===== src/rtl/reorder_tag_scheduler.sv =====
// Purpose : allocates reorder tags round-robin, records per-tag core verdicts, reports head status, reclaims tags.
// Latency : grant is combinational; verdicts and reclaims take effect on the next clk edge.
// Backpr. : alloc_gnt is withheld while every tag is outstanding; optional macro REORDER_TIMEOUT_EN adds a head-of-line watchdog.
module reorder_tag_scheduler #(
    parameter int TAG_WIDTH      = 6,
    parameter int NUM_TAGS       = 50,
    parameter int TIMEOUT_CYCLES = 1024,
    parameter int TIMEOUT_WIDTH  = 16
) (
    input  logic                 clk,
    input  logic                 rst_n,
    input  logic                 alloc_req,
    output logic                 alloc_gnt,
    output logic [TAG_WIDTH-1:0] alloc_tag,
    input  logic                 verdict_valid,
    input  logic [TAG_WIDTH-1:0] verdict_tag,
    input  logic                 verdict_accept,
    input  logic [TAG_WIDTH-1:0] buf_tag,
    output logic [1:0]           packet_status,
    output logic [TAG_WIDTH:0]   outstanding,
    output logic                 full,
    output logic                 empty,
    output logic                 err,
    input  logic                 err_clr,
    output logic                 timeout_evt
);

    // Encoding matches what circular_buffer expects on packet_status.
    typedef enum logic [1:0] {
        ST_FREE    = 2'b00,
        ST_REJECT  = 2'b01,
        ST_PENDING = 2'b10,
        ST_ACCEPT  = 2'b11
    } tag_state_t;

    localparam logic [TAG_WIDTH:0]   NUM_TAGS_W = (TAG_WIDTH+1)'(NUM_TAGS);
    localparam logic [TAG_WIDTH-1:0] LAST_TAG   = TAG_WIDTH'(NUM_TAGS - 1);
    localparam logic [TAG_WIDTH:0]   ONE_CNT    = (TAG_WIDTH+1)'(1);
    localparam logic [TAG_WIDTH-1:0] ONE_TAG    = TAG_WIDTH'(1);

    tag_state_t           state     [NUM_TAGS];
    tag_state_t           state_nxt [NUM_TAGS];
    logic [TAG_WIDTH-1:0] alloc_ptr;
    logic [TAG_WIDTH-1:0] head_prev;

    logic       buf_in_range;
    tag_state_t head_state;
    logic       verdict_in_range;
    tag_state_t verdict_cur;
    logic       verdict_ok;
    logic       verdict_err;
    logic       head_chg;
    logic       prev_in_range;
    tag_state_t prev_state;
    logic       reclaim;
    logic       reclaim_err;
    logic       to_fire;

    // Occupancy decode and allocation handshake.
    assign full      = (outstanding == NUM_TAGS_W);
    assign empty     = (outstanding == '0);
    assign alloc_gnt = alloc_req & ~full;
    assign alloc_tag = alloc_ptr;

    // Head status: tags beyond the configured space read as FREE (wait).
    assign buf_in_range  = ({1'b0, buf_tag} < NUM_TAGS_W);
    assign head_state    = buf_in_range ? state[buf_tag] : ST_FREE;
    assign packet_status = head_state;

    // A verdict lands only on a PENDING in-range tag that is not being re-granted right now.
    assign verdict_in_range = ({1'b0, verdict_tag} < NUM_TAGS_W);
    assign verdict_cur      = verdict_in_range ? state[verdict_tag] : ST_FREE;
    assign verdict_ok       = verdict_valid & verdict_in_range & (verdict_cur == ST_PENDING)
                              & ~(alloc_gnt & (verdict_tag == alloc_ptr));
    assign verdict_err      = verdict_valid & ~verdict_ok;

    // Head movement frees the tag the buffer just retired; freeing a FREE tag is a protocol error.
    assign head_chg      = (buf_tag != head_prev);
    assign prev_in_range = ({1'b0, head_prev} < NUM_TAGS_W);
    assign prev_state    = prev_in_range ? state[head_prev] : ST_FREE;
    assign reclaim       = head_chg & (prev_state != ST_FREE);
    assign reclaim_err   = head_chg & ~reclaim;

`ifdef REORDER_TIMEOUT_EN
    localparam logic [TIMEOUT_WIDTH-1:0] TO_LIMIT = TIMEOUT_WIDTH'(TIMEOUT_CYCLES - 1);
    localparam logic [TIMEOUT_WIDTH-1:0] TO_ONE   = TIMEOUT_WIDTH'(1);

    logic [TIMEOUT_WIDTH-1:0] to_cnt;

    assign to_fire = ~head_chg & (head_state == ST_PENDING) & (to_cnt == TO_LIMIT);

    // Watchdog: counts cycles a stable head stays PENDING, pulses once on expiry.
    always_ff @(posedge clk or negedge rst_n) begin
        if (!rst_n) begin
            to_cnt      <= '0;
            timeout_evt <= 1'b0;
        end else begin
            timeout_evt <= to_fire;
            if (head_chg || (head_state != ST_PENDING) || to_fire) begin
                to_cnt <= '0;
            end else begin
                to_cnt <= to_cnt + TO_ONE;
            end
        end
    end
`else
    logic unused_cfg;

    assign to_fire     = 1'b0;
    assign timeout_evt = 1'b0;
    assign unused_cfg  = ^TIMEOUT_WIDTH'(TIMEOUT_CYCLES);
`endif

    // Next tag states; later assignments win (a verdict overrides a forced reject, reclaim overrides all).
    always_comb begin
        state_nxt = state;
        if (alloc_gnt) begin
            state_nxt[alloc_ptr] = ST_PENDING;
        end
        if (to_fire) begin
            state_nxt[buf_tag] = ST_REJECT;
        end
        if (verdict_ok) begin
            state_nxt[verdict_tag] = verdict_accept ? ST_ACCEPT : ST_REJECT;
        end
        if (reclaim) begin
            state_nxt[head_prev] = ST_FREE;
        end
    end

    // Per-tag state register.
    always_ff @(posedge clk or negedge rst_n) begin
        if (!rst_n) begin
            for (int i = 0; i < NUM_TAGS; i++) begin
                state[i] <= ST_FREE;
            end
        end else begin
            state <= state_nxt;
        end
    end

    // Round-robin allocation pointer and registered head for reclaim detection.
    always_ff @(posedge clk or negedge rst_n) begin
        if (!rst_n) begin
            alloc_ptr <= '0;
            head_prev <= '0;
        end else begin
            head_prev <= buf_tag;
            if (alloc_gnt) begin
                alloc_ptr <= (alloc_ptr == LAST_TAG) ? '0 : alloc_ptr + ONE_TAG;
            end
        end
    end

    // Outstanding-tag count; a grant and a reclaim together cancel out.
    always_ff @(posedge clk or negedge rst_n) begin
        if (!rst_n) begin
            outstanding <= '0;
        end else begin
            if (alloc_gnt && !reclaim) begin
                outstanding <= outstanding + ONE_CNT;
            end else if (!alloc_gnt && reclaim && !empty) begin
                outstanding <= outstanding - ONE_CNT;
            end
        end
    end

    // Sticky error flag; a new error beats a simultaneous clear.
    always_ff @(posedge clk or negedge rst_n) begin
        if (!rst_n) begin
            err <= 1'b0;
        end else if (verdict_err || reclaim_err) begin
            err <= 1'b1;
        end else if (err_clr) begin
            err <= 1'b0;
        end
    end

endmodule

===== config.mk =====
export PLATFORM = sky130hd
export DESIGN_NAME = reorder_tag_scheduler
export DESIGN_NICKNAME = d
export VERILOG_FILES = /design/src/rtl/reorder_tag_scheduler.sv
export SDC_FILE = /design/constraint.sdc
export NUM_CORES = 1
export LEC_CHECK = 0
export BUFFER_PORTS_ARGS = -buffer_cell sky130_fd_sc_hd__buf_2
export CORE_MARGIN = 2
export CORE_UTILIZATION = 60
export DETAILED_ROUTE_END_ITERATION = 8
export MAX_ROUTING_LAYER = met4
export PLACE_DENSITY = 0.78
export SYNTH_ARGS = -nofsm -noshare
export SYNTH_HDL_FRONTEND = slang
export SYNTH_SLANG_ARGS = --single-unit

===== constraint.sdc =====
create_clock -name clk -period 4.5 [get_ports clk]
set_input_delay 0.9 -clock clk [delete_from_list [all_inputs] [get_ports clk]]
set_output_delay 0.9 -clock clk [all_outputs]
set_load 0.005 [all_outputs]

==> results of run 1 <==
-- cell type report --
type | instances | share of cell area, %
flip-flops and latches | 120 | 30.7
inverters | 11 | 0.421
clock buffers | 24 | 5.02
well taps | 180 | 2.30
clock inverters | 4 | 0.460
multi-input cells | 710 | 53.8
repair buffers | 103 | 7.29
-- state kept, by name (all words and copies together), names as in the netlist --
register,cells
outstanding,7
head_prev,6
err,1
state,100
alloc_tag,6
-- how the worst min path moves through the flow --
| stage | depth (start not counted) | endpoint |
|---|---|---|
| finish | 1 | state[62]$_DFF_PN0_ |
| global route | 1 | state[62]$_DFF_PN0_ |
| CTS | 1 | state[52]$_DFF_PN0_ |
| detailed placement | 1 | outstanding[6]$_DFFE_PN0P_ |
| global placement | 1 | outstanding[6]$_DFFE_PN0P_ |
| floorplan | 1 | outstanding[6]$_DFFE_PN0P_ |
-- repair_timing --
item	in CTS	in global routing
setup buffers	0	1
resized for setup	0	4
hold buffers	0	0
endpoints found under the setup margin	0	1
-- synthesized netlist by cell type, drive strengths merged (3+ instances only) --
library cell | count | share of area, %
a211oi | 3 | 0.37
a21o | 7 | 0.60
a21oi | 115 | 6.6
a221o | 5 | 0.58
a221oi | 55 | 6.0
a22o | 9 | 0.91
a22oi | 56 | 4.8
a31oi | 9 | 0.65
a32oi | 5 | 0.50
and2 | 9 | 0.65
and3 | 11 | 0.79
and3b | 3 | 0.30
buf | 42 | 2.7
clkbuf | 59 | 2.5
dfrtp | 120 | 35
ha | 8 | 1.2
inv | 11 | 0.48
mux2 | 21 | 2.7
mux2i | 46 | 5.3
mux4 | 23 | 6.0
nand2 | 84 | 3.6
nand3 | 20 | 1.2
nand3b | 3 | 0.26
nand4 | 15 | 1.2
nor2 | 31 | 1.3
nor2b | 22 | 1.6
nor3 | 28 | 1.7
nor3b | 10 | 0.92
nor4 | 8 | 0.92
o211ai | 5 | 0.43
o21a | 3 | 0.26
o21ai | 23 | 1.3
o221ai | 5 | 0.50
o22ai | 5 | 0.36
o2bb2ai | 3 | 0.30
or3 | 8 | 0.58
xnor2 | 9 | 0.91
xor2 | 10 | 1.0
-- report_power, final --
part           internal, mW  total (mW)  switching (mW)
registers              1.34        1.77           0.436
clock network         0.801        1.30           0.494
logic                 0.680        1.54           0.862
total                  2.82        4.61            1.79
-- through the flow --
stage / hold slack [ns] / setup slack (ns) / utilization, %
CTS: 0.536 / 0.0163 / 69.6
global placement: 0.481 / 0.225 / 65.7
detailed placement: 0.528 / 0.0333 / 65.7
floorplan: 0.478 / 0.678 / -
global route: 0.561 / 0.0594 / 69.8
finish: 0.505 / 0.218 / 69.8
-- worst max-delay path, delay by kind of cell, from the launching register on --
family | cells | cell delay (ns)
mux | 1 | 0.12
simple gates | 4 | 1.21
buf+inv | 1 | 0.25
fa+ha+maj | 1 | 0.45
compound gates | 9 | 1.56
flops | 1 | 0.60
-- logic make-up (layout without fill, tap and decap cells) --
| kind of cell | Yosys count | after routing | synth area share (%) |
|---|---|---|---|
| adders and majority gates | 9 | 9 | 1.38 |
| and+or+nand+nor | 263 | 263 | 16.1 |
| AOI/OAI and AO/OA | 328 | 328 | 26.3 |
| muxes | 90 | 90 | 14.0 |
| DFF | 120 | 120 | 34.5 |
| other | 1 | 1 | 0.0431 |
| xor gates and xnor gates | 19 | 19 | 1.91 |
| buffers and inverters | 112 | 142 | 5.71 |
-- metal layers --
metal / track usage [%] / up-vias
li1: - / 3666
met1: 61.0 / 4391
met2: 64.4 / 839
met3: 17.3 / 237
met4: 24.7 / 0
met5: - / -
==> metrics, run 1 <==
status finished clean; VDD IR-drop max 0.387 mV; CP endpoint outstanding[6]$_DFFE_PN0P_; Detailed Route WL 35800 µm; FP Rows 43; FF-to-FF setup slack 0.22 ns; worst slew pin tran 1.29 ns; endpoint class of the critical path register; maxcap violations 0; RR Endpoint outstanding[6]$_DFFE_PN0P_; DIE AREA 15500 µm²; skew final 0.0113 ns; # DRC 0; first-pass GRT wire length 53900 µm; final hold vios 0; sequential standard cell area 3010 µm²; fill count 1111; num ports 38; start point of the critical path head_prev[2]$_DFF_PN0_; most frequent cells in the layout dfrtp_1 (119), a21oi_1 (115), nand2_1 (84), buf_4 (65), a22oi_1 (56); most common cell after layout, fill and taps aside dfrtp_1; Detailed Route Iter0 Violations 1583; fin crit share 95.1%; Leak 4.12 nW; RSZ-0062 raised after global routing false; Max Slew Vio Count 0; CTS tree done; Reg2Reg Depth 16; worst stage delay on the critical path 0.64 ns; antenna viol nets, final 0; largest net degree at the start of global routing 50; DRT met1 WL 12900 µm; multi-input logic area 5270 µm²; Finished Cell Area 9800 µm²; GPL Wtd Cong 1.10; routed wl met2 14900 µm; Fin Setup TNS 0 ns; crit-path cells buf_4 > and3_1 > a21oi_1 > o22a_1 > o211ai_1 > nor4_2 > a21oi_1 > nand2b_2 > fa_1 > a21o_1 > a21oi_1 > nor2b_1 > o21a_1 > o21ai_0 > mux2i_1 > a2bb2oi_1; min Tclk post-route 4.28 ns; syn_nets 969; half-perimeter wire length after placement 24300 µm; top routing layer in use met4; PortBufs 36; Slew headroom 13.2%; Finish-stage setup viols 0; Tot Pwr 4.61 mW; Peak Freq 234 MHz; Remaining Overflow, GRT 0; vias per cell 7.93; Clock transition at path regs 0.05 ns; gr usage total 47.1%; worst-path fanout max 16; final std cells w/o fill 1152; Ant. Diodes 0; FF-to-FF Start head_prev[2]$_DFF_PN0_; Synth async-reset ratio 100%; total CTS buffers 17; H-tree levels 4; CTS Root Cell clkbuf_16; number of nets in the layout 990; register area share after synthesis 34.5%; vias in the first global route 8607; DP Cell Count 1123; placed cell area 9230 µm²; synth warn 0; Worst EP required 4.84 ns; crit start category register; Cells after Synth 942; crit path kind reg -> reg; metal3 WL 5530 µm; die height 124 µm; EDFF count, synth 0; most frequent CP cell a21oi_1; area delta synth->final 12.7%; Worst Path Arrival 4.62 ns; core area 14000 µm²; Worst path slowest cell nor4_2; Vias 9133; Post-Syn Area per Cell 9.23 µm²; #FFs+latches synth 120; share of layout cells above drive strength 1 20.6%; clock sink total 120; drt wl/cell 31.1 µm; clock tree buffer depth 2; initial antenna violation count 0; Initial Utilization 61.9%; PwrDens 470 nW/µm²; Hold Crit Class in -> async; Die Span X 124 µm; Netlist Area Pre-Place 8690 µm²; Main synth FF type dfrtp_1; clk_lat worst skew 0.44 ns; drt pass-1 iters 7; Synth cell types 74
(Power assumes the default switching activity.)
==> inputs of run 2 (changes only) <==
--- a/config.mk
+++ b/config.mk
@@ -5,12 +5,12 @@
 export SDC_FILE = /design/constraint.sdc
 export NUM_CORES = 1
 export LEC_CHECK = 0
+export ABC_AREA = 1
 export BUFFER_PORTS_ARGS = -buffer_cell sky130_fd_sc_hd__buf_2
 export CORE_MARGIN = 2
-export CORE_UTILIZATION = 60
+export CORE_UTILIZATION = 35
 export DETAILED_ROUTE_END_ITERATION = 8
 export MAX_ROUTING_LAYER = met4
-export PLACE_DENSITY = 0.78
 export SYNTH_ARGS = -nofsm -noshare
 export SYNTH_HDL_FRONTEND = slang
 export SYNTH_SLANG_ARGS = --single-unit
==> run 2 against run 1 <==
Against the previous run:
- synthesized area grew 20%
- maximum frequency grew 12%
- global-route usage shrank 17 points
- die area grew 100%
- clock power grew 18%
- register-to-register slack gained 0.59 ns
- cell count grew 82%
- clock skew shrank 0.0017 ns
- synthesized cell count grew 77%
- largest power group is now combinational cells
- core utilization shrank 30 points
- critical endpoint is now packet_status[0]
==> metrics, run 2 <==
Pint 3.19 mW; DP Cell Count 2059; H-tree levels 4; cts hold-fix bufs 0; initial antenna violation count 2; worst-path fanout max 17; endpoint class of the critical path output pin; synth warn 0; Initial Utilization 35.3%; top-area cell type share of the netlist area 28.9%; largest registers state: 100 flops, outstanding: 7 flops; crit-path cells buf_2 > inv_1 > a21oi_1 > a221oi_1 > o21ai_0 > o21ai_0 > inv_1 > o22ai_1 > inv_1 > buf_2; setup slack after layout 0.665 ns; largest cells by area after synthesis dfrtp_1 (29%), nand2_1 (17%), inv_1 (9.9%), o21ai_0 (7.6%), a21oi_1 (7.1%); Peak Freq 261 MHz; fin crit share 85.2%; drt wl/cell 21.4 µm; final hold vios 0; Hold Crit Class in -> async; RSZ-0062 raised after global routing false; most frequent cell after synthesis nand2_1; drt pass-1 iters 6; fraction of the mapped netlist area in adder cells 1.15%; Fin Setup TNS 0 ns; Clock transition at path regs 0.06 ns; Main synth FF type dfrtp_1; Post-Syn Area per Cell 6.25 µm²; Finish-stage setup viols 0; area delta synth->final 11.8%; register area share after synthesis 28.9%; num ports 38; Synth cell types 49; gr usage total 30.1%; Leak 5.99 nW; core area 29500 µm²; Post-synth top cells nand2_1 (463), inv_1 (273), o21ai_0 (157); Detailed Route Iter0 Violations 1480; CTS tree done; main combinational cell family by area after synthesis simple AND/OR/NAND/NOR gates; vias per cell 5.58; vias in the first global route 10850; largest net degree at the start of global routing 73; PortBufs 36; Cells after Synth 1664; power share of the sequential group 30.9%; FP Rows 63; most frequent cells in the layout nand2_1 (463), inv_1 (273), o21ai_0 (157), a21oi_1 (148), nor2_1 (126); antenna viol nets, final 0; Worst Path Arrival 2.93 ns; Place WS 0.469 ns; Comb power frac 42.8%; Max Slew Vio Count 0; worst stage delay on the critical path 0.62 ns; # Post-CTS Setup Buffers 0; switching share of power 45.1%; Synth async-reset ratio 100%; Top reg by flops state; syn_nets 1691; status finished clean; clk_lat worst skew 0.44 ns; WHS 0.493 ns; half-perimeter wire length after placement 31200 µm; Ant. Diodes 0; clock tree buffer depth 2; Bufs and invs on worst path 5; VDD IR-drop max 0.397 mV; Clk network pwr share 26.3%; GPL Wtd Cong 1.01; number of nets in the layout 1715; Worst path slowest cell inv_1; min Tclk post-route 3.83 ns; mux share of post-synthesis cell area 0%; Crit path max-delay family buffers and inverters; skew final 0.00956 ns; CTS Root Cell clkbuf_16; Synth Area in Simple Gates 28.6%; crit path kind in -> out; share of layout cells above drive strength 1 12.5%; #FFs+latches synth 120; Die Span X 176 µm; Vias 11662; max reg flops 100; Psw 2.62 mW; most frequent CP cell inv_1; PwrDens 499 nW/µm²; clock sink total 120; Tot Pwr 5.81 mW; most common cell after layout, fill and taps aside nand2_1; maxcap violations 0; crit start category primary input; Worst EP required 3.60 ns; Yosys top cell by area dfrtp_1; Synth Area in Compound Gates 26.0%; EDFF count, synth 0; Detailed Route WL 44700 µm; CTS resizes 0; worst slew pin tran 1.33 ns; Remaining Overflow, GRT 0; Post-Synth XOR/XNOR Area 0.589%; Slew headroom 10.8%; DIE AREA 31100 µm²; die height 176 µm; # DRC 0; Netlist Area Pre-Place 10400 µm²; first-pass GRT wire length 67300 µm; total CTS buffers 17; final std cells w/o fill 2091
run 2: cell types whose count changed in the layout (fill, tap and decap cells not counted), moves of 24 or more:
cell and delta:
o21ai_1 +37, o21ai_0 +134, nand3_1 +28, a221oi_1 -45, nand2_1 +379, nor2_1 +95
mux2i_1 -46, o211ai_1 +24, a22oi_1 -52, buf_4 -26, inv_1 +262, o21ai_2 +50
a21oi_1 +33
run 2: area by class of cell:
cell class                      instances  area (µm²)
Clock buffer                           21         470
Clock inverter                         11         170
Fill cell                            3209       17800
Inverter                              288        1090
Multi-Input combinational cell       1182        5860
Sequential cell                       120        3000
Tap cell                              390         488
Timing Repair Buffer                   79         559
run 2: path summary, 6_finish.rpt:
path                                   startpoint                         end  slack (ns)  depth (start not counted)
min reg2reg                       err$_DFFE_PN0P_             err$_DFFE_PN0P_        0.54                          2
max                                    buf_tag[1]            packet_status[0]        0.67                         10
max in group asynchronous                   rst_n         state[21]$_DFF_PN0_        3.15                          2
max reg2reg                head_prev[0]$_DFF_PN0_  outstanding[5]$_DFFE_PN0P_        0.81                         20
min in group clk                  err$_DFFE_PN0P_             err$_DFFE_PN0P_        0.54                          2
min                                         rst_n      head_prev[3]$_DFF_PN0_        0.49                          1
run 2: logic make-up after synthesis:
| logic type | count (synthesis) |
|---|---|
| compound gates | 464 |
| xor+xnor | 7 |
| fa+ha+maj | 9 |
| buf+inv | 362 |
| flops | 120 |
| other cells | 1 |
| simple gates | 701 |
run 2: through the flow:
| stage | instance area (µm²) | util [%] |
|---|---|---|
| after CTS | 11600 | 39.5 |
| after floorplan | 10400 | - |
| after detailed placement | 11000 | 37.3 |
| after global routing | 11600 | 39.5 |
| after global placement | 11000 | 37.3 |
| final | 11600 | 39.5 |
run 2: routing by layer:
metal	vias to the layer above	share of wire [%]	wire (µm)	GRT usage, %
li1	5398	-	-	-
met1	5406	41	18400	39.4
met2	714	42	18700	43.2
met3	144	11	5110	7.06
met4	0	5.5	2440	15.7
met5	-	0	0	-
run 2: power groups by stage:
stage	registers (mW)	logic (mW)	clock network, mW
after floorplan	1.62	1.78	0
after global placement	1.79	2.41	0
after detailed placement	1.78	2.44	0
after CTS	1.77	2.45	1.54
after global routing	1.82	2.82	1.59
final	1.79	2.49	1.53
